File: config.mk
export PLATFORM = sky130hd
export DESIGN_NAME = hdb3_rx_decoder
export DESIGN_NICKNAME = d
export VERILOG_FILES = /design/src/rtl/hdb3_pkg.sv /design/src/rtl/hdb3_zero_mon.sv /design/src/rtl/hdb3_rx_decoder.sv
export SDC_FILE = /design/constraint.sdc
export NUM_CORES = 1
export LEC_CHECK = 0
export CORE_UTILIZATION = 40
export CTS_CLUSTER_SIZE = 10
export DETAILED_ROUTE_END_ITERATION = 6
export GPL_TIMING_DRIVEN = 0
export PLACE_DENSITY = 0.67
export SYNTH_ARGS = -nofsm -noshare
export SYNTH_HDL_FRONTEND = slang
export SYNTH_SLANG_ARGS = --single-unit
File: constraint.sdc
create_clock -name clk -period 1.5 [get_ports clk]
set_input_delay 0.225 -clock clk [delete_from_list [all_inputs] [get_ports clk]]
set_output_delay 0.225 -clock clk [all_outputs]
set_load 0.005 [all_outputs]
File: src/rtl/hdb3_pkg.sv
// Shared HDB3 definitions: line symbol encodings, pulse polarity, receiver FSM states.
// Used by both the encoder side and the receive decoder.
// Purely declarative; no logic.
package hdb3_pkg;

    localparam logic [1:0] SYM_ZERO = 2'b00;
    localparam logic [1:0] SYM_POS  = 2'b01;
    localparam logic [1:0] SYM_NEG  = 2'b10;
    localparam logic [1:0] SYM_ILL  = 2'b11;

    typedef enum logic [1:0] {
        NONE = 2'd0,
        POS  = 2'd1,
        NEG  = 2'd2
    } pol_t;

    typedef enum logic {
        FILL = 1'b0,
        RUN  = 1'b1
    } state_t;

    // Polarity carried by a symbol; NONE for zero and illegal symbols
    function automatic pol_t sym_pol(input logic [1:0] sym);
        if (sym == SYM_POS) return POS;
        if (sym == SYM_NEG) return NEG;
        return NONE;
    endfunction

endpackage

File: src/rtl/hdb3_zero_mon.sv
// Zero-run monitor: counts consecutive accepted zero symbols, flags the 4th zero, drives los.
// Latency: four_zero is combinational on the accepting cycle; los is registered on that edge.
// No back-pressure; only accepted symbols (acc=1) advance the run.
module hdb3_zero_mon #(
    parameter int LOS_ZEROS = 32
) (
    input  logic clk,
    input  logic rst,
    input  logic acc,
    input  logic sym_zero,
    input  logic sym_pulse,
    output logic four_zero,
    output logic los
);

    localparam int RW = $clog2(LOS_ZEROS + 1);
    localparam logic [RW-1:0] RUN_MAX  = RW'(LOS_ZEROS);
    localparam logic [RW-1:0] RUN_LAST = RW'(LOS_ZEROS - 1);
    localparam logic [RW-1:0] RUN_3    = RW'(3);

    logic [RW-1:0] run;

    // The symbol being accepted is the 4th zero in a row
    assign four_zero = acc && sym_zero && (run == RUN_3);

    // Run counter saturates at LOS_ZEROS; los sets on reaching it and clears on the next pulse
    always_ff @(posedge clk) begin
        if (rst) begin
            run <= '0;
            los <= 1'b0;
        end else if (acc) begin
            if (sym_zero) begin
                if (run != RUN_MAX) run <= run + RW'(1);
                if (run == RUN_LAST) los <= 1'b1;
            end else begin
                run <= '0;
                if (sym_pulse) los <= 1'b0;
            end
        end
    end

endmodule

File: src/rtl/hdb3_rx_decoder.sv
// HDB3 receiver: strips 000V/B00V substitutions to NRZ; flags code violations and loss of signal.
// Latency: the edge accepting symbol k+3 registers data_out for symbol k (out_valid strobe).
// No back-pressure; in_valid=0 freezes state and drops the pulses. HDB3_ERR_CNT_EN enables err_cnt.
module hdb3_rx_decoder
    import hdb3_pkg::*;
#(
    parameter int LOS_ZEROS = 32,
    parameter int CNT_W     = 16
) (
    input  logic             clk,
    input  logic             rst,
    input  logic [1:0]       hdb3_in,
    input  logic             in_valid,
    output logic             data_out,
    output logic             out_valid,
    output logic             cv_err,
    output logic             los,
    output logic [CNT_W-1:0] err_cnt
);

    // Window history: index 0 = k-1, 1 = k-2, 2 = k-3 relative to the incoming symbol k
    logic [2:0] pipe_mark;
    logic [2:0] pipe_pulse;
    state_t     state;
    logic [1:0] fill_cnt;
    pol_t       last_pol;

    logic is_zero, is_pulse, is_ill;
    pol_t in_pol;
    logic is_v, v_ok, v_bad, new_mark, out_bit, four_zero, cv_next;

    // Classify the incoming symbol and resolve V / substitution decisions
    always_comb begin
        is_zero  = (hdb3_in == SYM_ZERO);
        is_ill   = (hdb3_in == SYM_ILL);
        is_pulse = !is_zero && !is_ill;
        in_pol   = sym_pol(hdb3_in);
        is_v     = is_pulse && (in_pol == last_pol);
        v_ok     = is_v && !pipe_pulse[0] && !pipe_pulse[1];
        v_bad    = is_v && !v_ok;
        new_mark = is_pulse && !v_ok;
        // A valid V also retires k-3 as a zero (B of B00V or leading 0 of 000V)
        out_bit  = pipe_mark[2] && !v_ok;
        cv_next  = v_bad || is_ill || four_zero;
    end

    hdb3_zero_mon #(
        .LOS_ZEROS(LOS_ZEROS)
    ) u_zero_mon (
        .clk       (clk),
        .rst       (rst),
        .acc       (in_valid),
        .sym_zero  (is_zero),
        .sym_pulse (is_pulse),
        .four_zero (four_zero),
        .los       (los)
    );

    // Pipe shift, polarity tracking, FILL/RUN sequencing and registered outputs
    always_ff @(posedge clk) begin
        if (rst) begin
            pipe_mark  <= '0;
            pipe_pulse <= '0;
            state      <= FILL;
            fill_cnt   <= '0;
            last_pol   <= NONE;
            data_out   <= 1'b0;
            out_valid  <= 1'b0;
            cv_err     <= 1'b0;
        end else begin
            out_valid <= 1'b0;
            cv_err    <= 1'b0;
            if (in_valid) begin
                pipe_mark  <= {pipe_mark[1:0], new_mark};
                pipe_pulse <= {pipe_pulse[1:0], is_pulse};
                if (is_pulse) last_pol <= in_pol;
                cv_err <= cv_next;
                case (state)
                    FILL: begin
                        fill_cnt <= fill_cnt + 2'd1;
                        if (fill_cnt == 2'd2) state <= RUN;
                    end
                    RUN: begin
                        data_out  <= out_bit;
                        out_valid <= 1'b1;
                    end
                    default: state <= FILL;
                endcase
            end
        end
    end

`ifdef HDB3_ERR_CNT_EN
    // Saturating count of code violations
    always_ff @(posedge clk) begin
        if (rst) begin
            err_cnt <= '0;
        end else if (in_valid && cv_next && (err_cnt != {CNT_W{1'b1}})) begin
            err_cnt <= err_cnt + CNT_W'(1);
        end
    end
`else
    assign err_cnt = '0;
`endif

endmodule

==> results by group, run 1 <==
Final layout
  • Post-route cell area: about 0.0013 mm^2
  • FILL cells: 254
  • Storage cell area: 402 um^2
  • Commonest cells after routing, fill and taps aside: dfxtp_1 (19), buf_4 (17), conb_1 (16), nand2_1 (11), nor2_1 (11)
  • Layout area overhead: 23.1%
  • Multi-input gate area: 553 um^2
  • Most common cell after layout, fill and taps aside: dfxtp_1
  • ANT cells: 0
  • Share of layout cells above drive strength 1: 17.7%
  • Util after Layout: 51.9%
  • # nets final: 160

Timing
  • Fin. max-slew vios: 0
  • Min Tclk post-route: 1440 ps
  • Max Fclk: approximately 690 MHz
  • RSZ-0062 raised after global routing: false
  • Final Cycle Share: 96.1%
  • Final Hold Fails: 0
  • Setup WS post-layout: roughly 58 ps
  • Clk_skew: 11.5 ps
  • Final count of negative-setup-slack endpoints: 0
  • Hold WS: 485 ps

Place
  • Pre-CTS WS: -362 ps
  • Post-Place Cell Area: 0.00122 mm^2
  • Dpl hpwl: 1460 um
  • Final GP Congestion: ~0.78
  • PortBufs: 8

CTS
  • Clock Pin Slew Worst Setup and Hold Paths: between 100 and 150 ps
  • Root Buffer: clkbuf_4
  • H-Tree Depth: 1
  • Num CTS Buffers: 3
  • CTS tree: done
  • Clock insertion delay at the later pin of the skew report: 310 ps
  • Hold-fix buffers at CTS: 0
  • CTS Sinks: 20
  • Worst-case clock buffer depth: 2

Setup path
  • RR Startpoint: u_zero_mon.run[1]
  • Worst r2r dst: u_zero_mon.run[2]
  • CP Cell Sequence: clkdlybuf4s50_1, inv_1, ha_1, xnor2_1, nand4_1, a32o_1
  • WP buf/inv: 2
  • R2r setup slk: 110 ps
  • WP data arrival: 1650 ps
  • Data required, critical path: 1710 ps
  • CP Launch Type: primary input
  • CP Max Fanout: 3
  • Slowest cell on crit path: clkdlybuf4s50_1
  • Worst Setup End Kind: flop
  • CP max stage delay: 520 ps
  • R2R depth: 5
  • Family with the most delay on the worst path: buffers and inverters
  • CP Class: in2reg

GRT
  • Initial antenna violation count: 0
  • First-pass GRT wire length: 3110 um
  • GR Util All Layers: between 10% and 20%
  • Grt ovf: 0
  • Largest net degree at the start of global routing: 13
  • Vias in the first global route: 722

Yosys
  • Register bit total from synthesis: 20
  • Avg Inst Size Synth: 8.71 um^2
  • Synthesized instance count: 120
  • Synthesized area: about 0.0010 mm^2
  • Sequential area share after synthesis: between 30% and 40%
  • Cell variety after synth: 28
  • Synth warn: 0

Floorplan
  • Starting Density: 42.2%
  • Die Span Y: ~53 um
  • I/O pin total: 25
  • DIE AREA: 0.00282 mm^2
  • Die W: 53.1 um
  • FP Rows: 18
  • Core box area: 0.00248 mm^2

Power
  • Leakage: roughly 0.56 nW
  • Pwr Density: 909 mW/mm^2
  • Peak VDD IR: 0.743 mV

Route
  • Routed Antenna Nets: 0
  • Vias per inst: roughly 4.8
  • Initial DRC Count: 12
  • Drt drc: 0
  • Routed WL: 1960 um
  • Via count: 851
  • Routed wire length per instance: 11.1 um
  • First drt pass iteration count: 6

Status
  • Outcome: finished, final reports clean

Min path
  • Hold worst-path end: last_pol[0]
  • Type of the tightest min-delay check: reg2reg
  • Hold path startpoint: last_pol[0]
  • Hold depth: 2

Flow run
  • Max-capacitance violation count: 0
## worst register-to-register path, stage by stage, from the launching register on
cell and delay [ps]:
dfxtp_1 450, inv_1 70, ha_1 170, and3_1 210, a211o_1 290, a21oi_1 130
## worst max-delay path by stage
| stage | startpoint | to | slack [ps] | depth (start not counted) |
|---|---|---|---|---|
| final | hdb3_in[1] | data_out | 60 | 6 |
| after global routing | hdb3_in[1] | cv_err | 0.4 | 6 |
| after CTS | hdb3_in[1] | cv_err | 30 | 6 |
| after detailed placement | hdb3_in[0] | u_zero_mon.run[0] | -360 | 6 |
| after global placement | hdb3_in[0] | u_zero_mon.run[1] | -300 | 6 |
| after floorplan | u_zero_mon.run[0] | u_zero_mon.run[0] | 230 | 5 |
## cell usage after synthesis
cell type  count  share of area, %
inv_1          8               2.9
and4b_1        1              0.96
a32o_1         2               1.9
a41oi_1        1              0.84
ha_1           7               8.4
o32ai_1        1              0.84
nor2b_1        2               1.2
clkbuf_1       1              0.36
nand4b_1       1              0.84
conb_1         1              0.36
mux2i_1        5               4.8
and3_1         1              0.60
a21oi_1        8               3.8
nor3_1         1              0.48
buf_4         17                12
a21oi_2        1              0.84
nand4_1        3               1.8
a211oi_1       2               1.4
dfxtp_1       20                38
xnor2_1        3               2.5
nand3_1        6               2.9
xor2_1         1              0.84
nand2b_1       1              0.60
a211o_1        1              0.84
nor2_1        11               4.0
or3_1          1              0.60
nand2_1       11               4.0
o21ai_0        2              0.96
## state kept, by name, indices dropped and copies added, names as in the netlist
name and cells:
out_valid 1, u_zero_mon.los 1, pipe_pulse 2, fill_cnt 2, u_zero_mon.run 6, last_pol 2
state 1, pipe_mark 3, data_out 1, cv_err 1
## power by group
part / switching [mW] / internal (mW)
sequential: 0.0125 / 0.551
clock: 0.178 / 0.270
combinational: 0.0777 / 0.0793
total: 0.269 / 0.900
## final cells by class
cell class                 instances  share of cell area, %
inverter                           8                   2.33
buffer                            18                   10.2
clock buffer                       3                   1.75
sequential                        20                   31.2
multi-input combinational         89                   43.0
tap                               30                   2.92
clock inverter                     1                   2.33
timing repair buffer               8                   6.23
## metal layers
| layer | up-vias | GRT usage, % | share of wire, % |
|---|---|---|---|
| met2 | 21 | 26.2 | 51 |
| met1 | 395 | 18.0 | 42 |
| met5 | - | 0 | 0 |
| li1 | 430 | - | - |
| met3 | 5 | 6.03 | 4.9 |
| met4 | 0 | 4.39 | 1.9 |
## metrics by stage
stage | setup TNS (ps) | instances | power [mW]
after CTS | 0 | 177 | 1.18
after floorplan | 0 | 135 | 0.689
final | 0 | 177 | 1.17
after global placement | -2060 | 173 | 0.721
after detailed placement | -2470 | 173 | 0.728
after global routing | 0 | 177 | 1.21
## cells by family (layout without fill, tap and decap cells)
kind of cell	count (synthesis)	count (layout)	share of synthesized area [%]
muxes	5	5	4.79
DFF	20	20	38.3
AOI/OAI and AO/OA	18	18	11.5
other	1	16	0.359
and+or+nand+nor	39	39	17.8
adders and majority gates	7	7	8.38
buffers and inverters	26	38	15.4
xor gates and xnor gates	4	4	3.35
## timing repair
item / 4_1_cts / 5_1_grt
gates resized for setup: 1 / 3
pin swaps: 0 / 0
endpoints found under the setup margin: 2 / 5
buffers inserted: 0 / 0
(Power assumes the default switching activity.)
==> run 2: changes to the inputs <==
HOLD_SLACK_MARGIN = 0.12   (was unset)
==> results of run 2 <==
No change in the layout: final DEF, timing and power equal those of run 1.
